**src/rtl/regfile_pkg.sv**
```systemverilog
// Shared definitions for the register file read side: default widths,
// the skid buffer state encoding and the operand pair record.
package regfile_pkg;

    localparam int DATA_W_DEF = 32;
    localparam int ADDR_W_DEF = 5;

    // Number of entries currently held in the two-entry skid buffer
    typedef enum logic [1:0] {
        EMPTY = 2'd0,
        ONE   = 2'd1,
        TWO   = 2'd2
    } buf_state_t;

    // One captured read: both source operands at the default width
    typedef struct packed {
        logic [DATA_W_DEF-1:0] rd1;
        logic [DATA_W_DEF-1:0] rd2;
    } operand_pair_t;

endpackage

```
**src/rtl/regfile_bank.sv**
```systemverilog
// Register bank: falling-edge, enable-gated storage with two combinational
// read ports. Register 0 is never written and always reads as zero.
module regfile_bank
    import regfile_pkg::*;
#(
    parameter int DATA_W = DATA_W_DEF,
    parameter int ADDR_W = ADDR_W_DEF
) (
    input  logic              clk,
    input  logic              clr,
    input  logic              we,
    input  logic [ADDR_W-1:0] waddr,
    input  logic [DATA_W-1:0] wdata,
    input  logic [ADDR_W-1:0] raddr1,
    input  logic [ADDR_W-1:0] raddr2,
    output logic [DATA_W-1:0] rdata1,
    output logic [DATA_W-1:0] rdata2
);

    localparam int NREGS = 1 << ADDR_W;

    logic [DATA_W-1:0] regs [NREGS];

    // Writeback lands on the falling edge so a read at the next rising edge sees it
    always_ff @(negedge clk or negedge clr) begin
        if (!clr) begin
            for (int i = 0; i < NREGS; i++) begin
                regs[i] <= '0;
            end
        end else if (we && (waddr != '0)) begin
            regs[waddr] <= wdata;
        end
    end

    // Index 0 is forced to zero on the read side as well as never being written
    always_comb begin
        rdata1 = (raddr1 == '0) ? '0 : regs[raddr1];
        rdata2 = (raddr2 == '0) ? '0 : regs[raddr2];
    end

endmodule

```
**src/rtl/regfile_reader.sv**
```systemverilog
// Read side of the register file: accepts decode requests with valid/ready,
// snapshots both operands into a two-entry skid buffer and presents the head.
// Optional performance counters are built when REGFILE_READ_PERF_EN is defined.
module regfile_reader
    import regfile_pkg::*;
#(
    parameter int DATA_W = DATA_W_DEF,
    parameter int ADDR_W = ADDR_W_DEF
) (
    input  logic              clk,
    input  logic              clr,
    input  logic              we,
    input  logic [ADDR_W-1:0] waddr,
    input  logic [DATA_W-1:0] wdata,
    input  logic              req_valid,
    output logic              req_ready,
    input  logic [ADDR_W-1:0] rs1,
    input  logic [ADDR_W-1:0] rs2,
    output logic              rsp_valid,
    input  logic              rsp_ready,
    output logic [DATA_W-1:0] rd1,
    output logic [DATA_W-1:0] rd2
`ifdef REGFILE_READ_PERF_EN
    ,
    output logic [31:0]       reads_cnt,
    output logic [31:0]       stall_cnt
`endif
);

    typedef struct packed {
        logic [DATA_W-1:0] rd1;
        logic [DATA_W-1:0] rd2;
    } pair_t;

    buf_state_t state, state_nxt;
    pair_t      head, second, snap;
    logic       acc, drn;

    regfile_bank #(.DATA_W(DATA_W), .ADDR_W(ADDR_W)) u_bank (
        .clk    (clk),
        .clr    (clr),
        .we     (we),
        .waddr  (waddr),
        .wdata  (wdata),
        .raddr1 (rs1),
        .raddr2 (rs2),
        .rdata1 (snap.rd1),
        .rdata2 (snap.rd2)
    );

    assign req_ready = (state != TWO);
    assign acc       = req_valid && req_ready;
    assign drn       = rsp_valid && rsp_ready;
    assign rd1       = head.rd1;
    assign rd2       = head.rd2;

    // Next buffer occupancy from accept and drain
    always_comb begin
        state_nxt = state;
        case (state)
            EMPTY:   if (acc) state_nxt = ONE;
            ONE: begin
                if (acc && !drn)      state_nxt = TWO;
                else if (drn && !acc) state_nxt = EMPTY;
            end
            TWO:     if (drn) state_nxt = ONE;
            default: state_nxt = EMPTY;
        endcase
    end

    // Occupancy register and registered response valid
    always_ff @(posedge clk or negedge clr) begin
        if (!clr) begin
            state     <= EMPTY;
            rsp_valid <= 1'b0;
        end else begin
            state     <= state_nxt;
            rsp_valid <= (state_nxt != EMPTY);
        end
    end

    // Buffer entries: a new snapshot goes to the head if it is free (or being
    // popped this edge), otherwise behind it; a drain from TWO promotes the second
    always_ff @(posedge clk or negedge clr) begin
        if (!clr) begin
            head   <= '0;
            second <= '0;
        end else begin
            if (acc && ((state == EMPTY) || ((state == ONE) && drn))) begin
                head <= snap;
            end else if ((state == TWO) && drn) begin
                head <= second;
            end
            if (acc && (state == ONE) && !drn) begin
                second <= snap;
            end
        end
    end

`ifdef REGFILE_READ_PERF_EN
    // Accepted reads and cycles where a valid pair waits on the consumer
    always_ff @(posedge clk or negedge clr) begin
        if (!clr) begin
            reads_cnt <= '0;
            stall_cnt <= '0;
        end else begin
            if (acc) reads_cnt <= reads_cnt + 32'd1;
            if (rsp_valid && !rsp_ready) stall_cnt <= stall_cnt + 32'd1;
        end
    end
`else
    // Without the performance option the block has no counters
`endif

endmodule

```
**config.mk**
```make
export PLATFORM = sky130hd
export DESIGN_NAME = regfile_reader
export DESIGN_NICKNAME = d
export VERILOG_FILES = /design/src/rtl/regfile_pkg.sv /design/src/rtl/regfile_bank.sv /design/src/rtl/regfile_reader.sv
export SDC_FILE = /design/constraint.sdc
export NUM_CORES = 2
export LEC_CHECK = 0
export CORE_AREA = 2 2 463 465
export CTS_CLUSTER_DIAMETER = 80
export DETAILED_ROUTE_END_ITERATION = 8
export DIE_AREA = 0 0 465 467
export HOLD_SLACK_MARGIN = 0.12
export PLACE_DENSITY = 0.54
export SLEW_MARGIN = 20
export SYNTH_ARGS = -nofsm -noshare
export SYNTH_HDL_FRONTEND = slang
export SYNTH_SLANG_ARGS = --single-unit
```
**constraint.sdc**
```tcl
create_clock -name clk -period 3.6 [get_ports clk]
set_input_delay 0.72 -clock clk [delete_from_list [all_inputs] [get_ports clk]]
set_output_delay 0.72 -clock clk [all_outputs]
set_load 0.005 [all_outputs]
```
==> results.txt <==
The synthesized-area fraction occupied by adder cells came out at 0. Setup repair after global routing could not meet its margin everywhere. After detailed routing, the number of vias per cell comes to approximately 5.5. Clock-pin slew was measured on the worst setup and hold paths at ~0.04 ns. The internal power contribution is between 20 and 30 mW.

The compound-gate portion of the synthesized area came out at 0.09602. The count of nets left with antenna violations after detail routing is 0. The average instance area after synthesis came out at about 13 um^2.

The largest voltage drop on the vdd net came out at roughly 0.43 mV. The clock passes through at most 3 buffers. The H-tree was split into 3 levels. The delay of the slowest cell on the worst path is between 0.2 and 0.3 ns. The row count came out at about 170.

Buffers placed on the I/O ports in this run total ~120. The startpoint identified for the worst register-to-register timing path is u_bank.regs[715]$_DFFE_NN0P_. The total number of yosys warnings came out at 0. The number of setup violations in the final report is 9.

The detailed placer's ending HPWL came out at about 140000 um. The number of cells on the worst reg-to-reg path is 5. The overall power consumption is 41.67 mW. Summed over all nets, the switching power comes to about 13 mW. After global routing, the most crowded layer is met2. Of the total power, combinational logic draws 0.241.

The clock latency reported for the late side of the worst-skew pair is between 0.7 and 0.8 ns. The type of destination of the critical path is a flop. For the pin with the worst max-slew slack, the measured transition is approximately 1.2 ns. The total grt overflow is 0. STA classifies the critical path startpoint as an input pin. The largest net degree at the start of global routing came out at 79. The dominant combinational cell family by area after synthesis is multiplexers. The aggregate negative setup slack is -0.04035 ns. The number of primary I/O pins came out at between 100 and 150. The area share of and/or/nand/nor cells after synthesis is 0.02469. For met1 alone, demand over resource in global routing was 0.2614. The tool flagged a number of max-cap violations equal to 0.

The die width came out at 465 um. The share of flip-flops with an asynchronous set or reset after synthesis came out at 1.000. The post-synthesis cell count is between 4000 and 5000.

The via count of the first global-routing pass came out at around 44000. The wire length per cell after detailed routing is about 29 um. The share of post-route cells with drive strength above 1 is 0.3580. The weighted congestion at the end of routability-driven global placement came out at just over 0.8. The die area came out at between 200000 and 250000 um^2.

Walking the worst path, the cells encountered are clkdlybuf4s15_2 -> buf_6 -> buf_4 -> buf_4 -> nor3_4 -> nand2_2 -> buf_12 -> mux2_2. The final route contains 42750 vias. The critical path's slowest cell is sky130_fd_sc_hd__nor3_4. The share of the yosys chip area belonging to registers is 0.4726. The number of unique standard cell types used by synthesis is 43. The number of flip-flops and latches in the synthesized netlist came out at around 1200. For this run, the leading register cell type out of synthesis is sky130_fd_sc_hd__dfrtn_1. The most critical setup path has its endpoint at u_bank.regs[944]$_DFFE_NN0P_. The total number of nets in the final design came out at 4838. The cell sitting at the root of the clock tree is a sky130_fd_sc_hd__clkbuf_16. The initial detailed-routing violation count is 3452. The max-slew violation total from the final report is 0.

The destination of the worst register-to-register timing path is rd1[11]$_DFFE_PN0P_. The area of the placeable core came out at between 200000 and 250000 um^2. Of the total synthesized cell area, the portion taken by XOR and XNOR cells is 0. The post-detailed-routing wire length came out at around 220000 um. The worst setup path is of the input pin to flop kind. The met2 usage in global routing came out at 0.3319. The signed area change from the synthesized netlist to the final layout came out at 19.74%. The leakage dissipation came out at between 30 and 40 nW. Of all nets on the critical path, the largest fanout is 18.

The signal arrival time at the worst endpoint came out at around 2.3 ns. The routing usage on met3 is 0.02466. The count of final hold-check violations came out at 0. In this run the power density over the cells is about 570 nW/um^2.

In this run the vertical extent of the chip is 467 um. Among the stages of the critical path, the cell type that occurs most often is sky130_fd_sc_hd__buf_4. The combined global-route utilization of all metal layers came out at 0.2007. The number of clock sinks came out at ~1200.

The initial antenna violation count came out at 1. The multiplexer fraction of the synthesized cell area is 0.3662. The start point of the critical path is waddr[3].

The share of total power dissipated in sequential elements is 0.441. Once layout is complete, the utilization of the core stands at 0.3459. The number of flops mapped to enable cells by yosys is 0. At the worst endpoint, the required time is 2.33 ns.

The final reports fail on setup timing. The min-delay analysis places its worst path in the category flop to flop. The switching power share of the total came out at 0.3038.

The worst reg-to-reg setup slack is 0.13 ns. The run finished, with violations left. Synthesis produced a netlist with a net count of approximately 4800. The remaining design rule violation count came out at 0. The initial utilization of the core area, before any placement, comes to 0.2889.

The part of the total power dissipated in the clock network is 0.318. The launch point of the worst hold path is u_bank.regs[1018]$_DFFE_NN0P_. The setup slack of the critical path after layout came out at -0.01153 ns. TritonCTS built the clock tree. The final clock skew came out at roughly 0.086 ns. The wire length of the first global-routing pass came out at 321800 um. The number of detailed-route iterations in the first pass is 8.

The layout has around 20000 filler cells. The worst relative slew slack is 0.2304. In this run the cell area of the synthesized design comes to roughly 61000 um^2. The total clock buffers created by CTS came out at around 120.
-- sequential cells by signal, summed over array words and instances (netlist names) --
name / cells
rd1: 32
state: 2
u_bank.regs: 1024
rd2: 32
second: 64
rsp_valid: 1
-- what timing repair did --
item                                   CTS  global route
cloned                                   8             0
resized for setup                       67             8
hold buffers                             1             0
buffers inserted                        18             0
pin swaps                                6             3
setup endpoints to repair              992           113
endpoints found under the hold margin    4             0
-- worst min path at each step --
stage,to,slack (ns),depth (start not counted)
after global routing,u_bank.regs[1022]$_DFFE_NN0P_,0.35,0
final,u_bank.regs[1018]$_DFFE_NN0P_,0.34,0
after floorplan,u_bank.regs[1000]$_DFFE_NN0P_,0.40,1
after global placement,u_bank.regs[993]$_DFFE_NN0P_,0.34,0
after detailed placement,u_bank.regs[1002]$_DFFE_NN0P_,0.34,0
after CTS,u_bank.regs[1018]$_DFFE_NN0P_,0.34,0
-- power by group through the flow --
| stage | registers, mW | clock network, mW | logic [mW] |
|---|---|---|---|
| 3_3_place_gp | 18.4 | 0 | 9.76 |
| 2_1_floorplan | 17.6 | 0 | 6.48 |
| 6_report | 18.4 | 13.3 | 10.0 |
| 3_5_place_dp | 18.5 | 0 | 9.97 |
| 4_1_cts | 18.3 | 13.5 | 10.0 |
| 5_1_grt | 18.7 | 14.0 | 10.8 |
-- through the flow --
stage / cell area [um^2] / setup slack, ns / cells / hold WS [ns]
after floorplan: 61830 / -0.1762 / 4705 / 0.4019
after global placement: 68490 / -1.338 / 7459 / 0.3370
after detailed placement: 68490 / -1.356 / 7459 / 0.3425
after CTS: 73240 / 0.004078 / 7711 / 0.3424
after global routing: 73220 / -0.007696 / 7710 / 0.3507
final: 73220 / -0.01153 / 7710 / 0.3373
-- final cells by class --
type / count / area (um^2) / area share
multi-input combinational: 3045 / 30450 / 0.4159
clock inverter: 26 / 317.8 / 0.004340
timing repair buffer: 462 / 6163 / 0.08417
antenna: 1 / 2.502 / 0.00003417
clock buffer: 199 / 3851 / 0.05259
inverter: 1 / 3.754 / 0.00005126
sequential: 1155 / 28900 / 0.3947
tap: 2821 / 3530 / 0.04820
-- critical path, delay by kind of cell --
kind                   cells  cell delay, ns
multiplexers               1            0.28
AND/OR/NAND/NOR            2            0.49
buffers and inverters      5            0.82
-- layout by cell type, fill, tap and decap left out, types with 104 or more instances in the layout --
cell type / count
sky130_fd_sc_hd__dfrtp_1: 131
sky130_fd_sc_hd__clkdlybuf4s50_1: 104
sky130_fd_sc_hd__mux2_2: 916
sky130_fd_sc_hd__mux2i_1: 832
sky130_fd_sc_hd__dfrtn_1: 1024
sky130_fd_sc_hd__a22oi_1: 255
sky130_fd_sc_hd__clkbuf_16: 129
sky130_fd_sc_hd__buf_4: 153
sky130_fd_sc_hd__mux4_2: 128
sky130_fd_sc_hd__a21oi_1: 128
sky130_fd_sc_hd__nand2_1: 132
sky130_fd_sc_hd__buf_12: 175
-- metal layers --
layer  share of wire  vias up  wire (um)
li1                -    17990          -
met1            0.43    23020      94970
met3           0.047      419      10570
met2            0.48     1326     106400
met4           0.048        0      10650
met5               0        -          0
-- cell usage after synthesis (all sizes together), types with 22 or more instances --
cell | n | area share
o21ai | 47 | 0.0038
dfrtp | 131 | 0.054
mux2i | 832 | 0.14
nand2 | 150 | 0.0092
and3 | 24 | 0.0025
o31ai | 105 | 0.014
o2bb2ai | 41 | 0.0059
mux2 | 993 | 0.18
mux4 | 128 | 0.047
dfrtn | 1024 | 0.42
nor4b | 41 | 0.0059
a21o | 25 | 0.0031
a22o | 87 | 0.012
buf | 222 | 0.023
nor2 | 22 | 0.0014
a221oi | 41 | 0.0059
a22oi | 256 | 0.031
a211o | 64 | 0.0092
a21oi | 129 | 0.011
clkbuf | 282 | 0.017
nand3 | 27 | 0.0022
-- kinds of logic after synthesis --
kind of cell | Yosys count
flip-flops | 1155
multiplexers | 1953
AND/OR/NAND/NOR | 296
AO/OA/AOI/OAI | 796
buffers and inverters | 505
(Power assumes the default switching activity.)
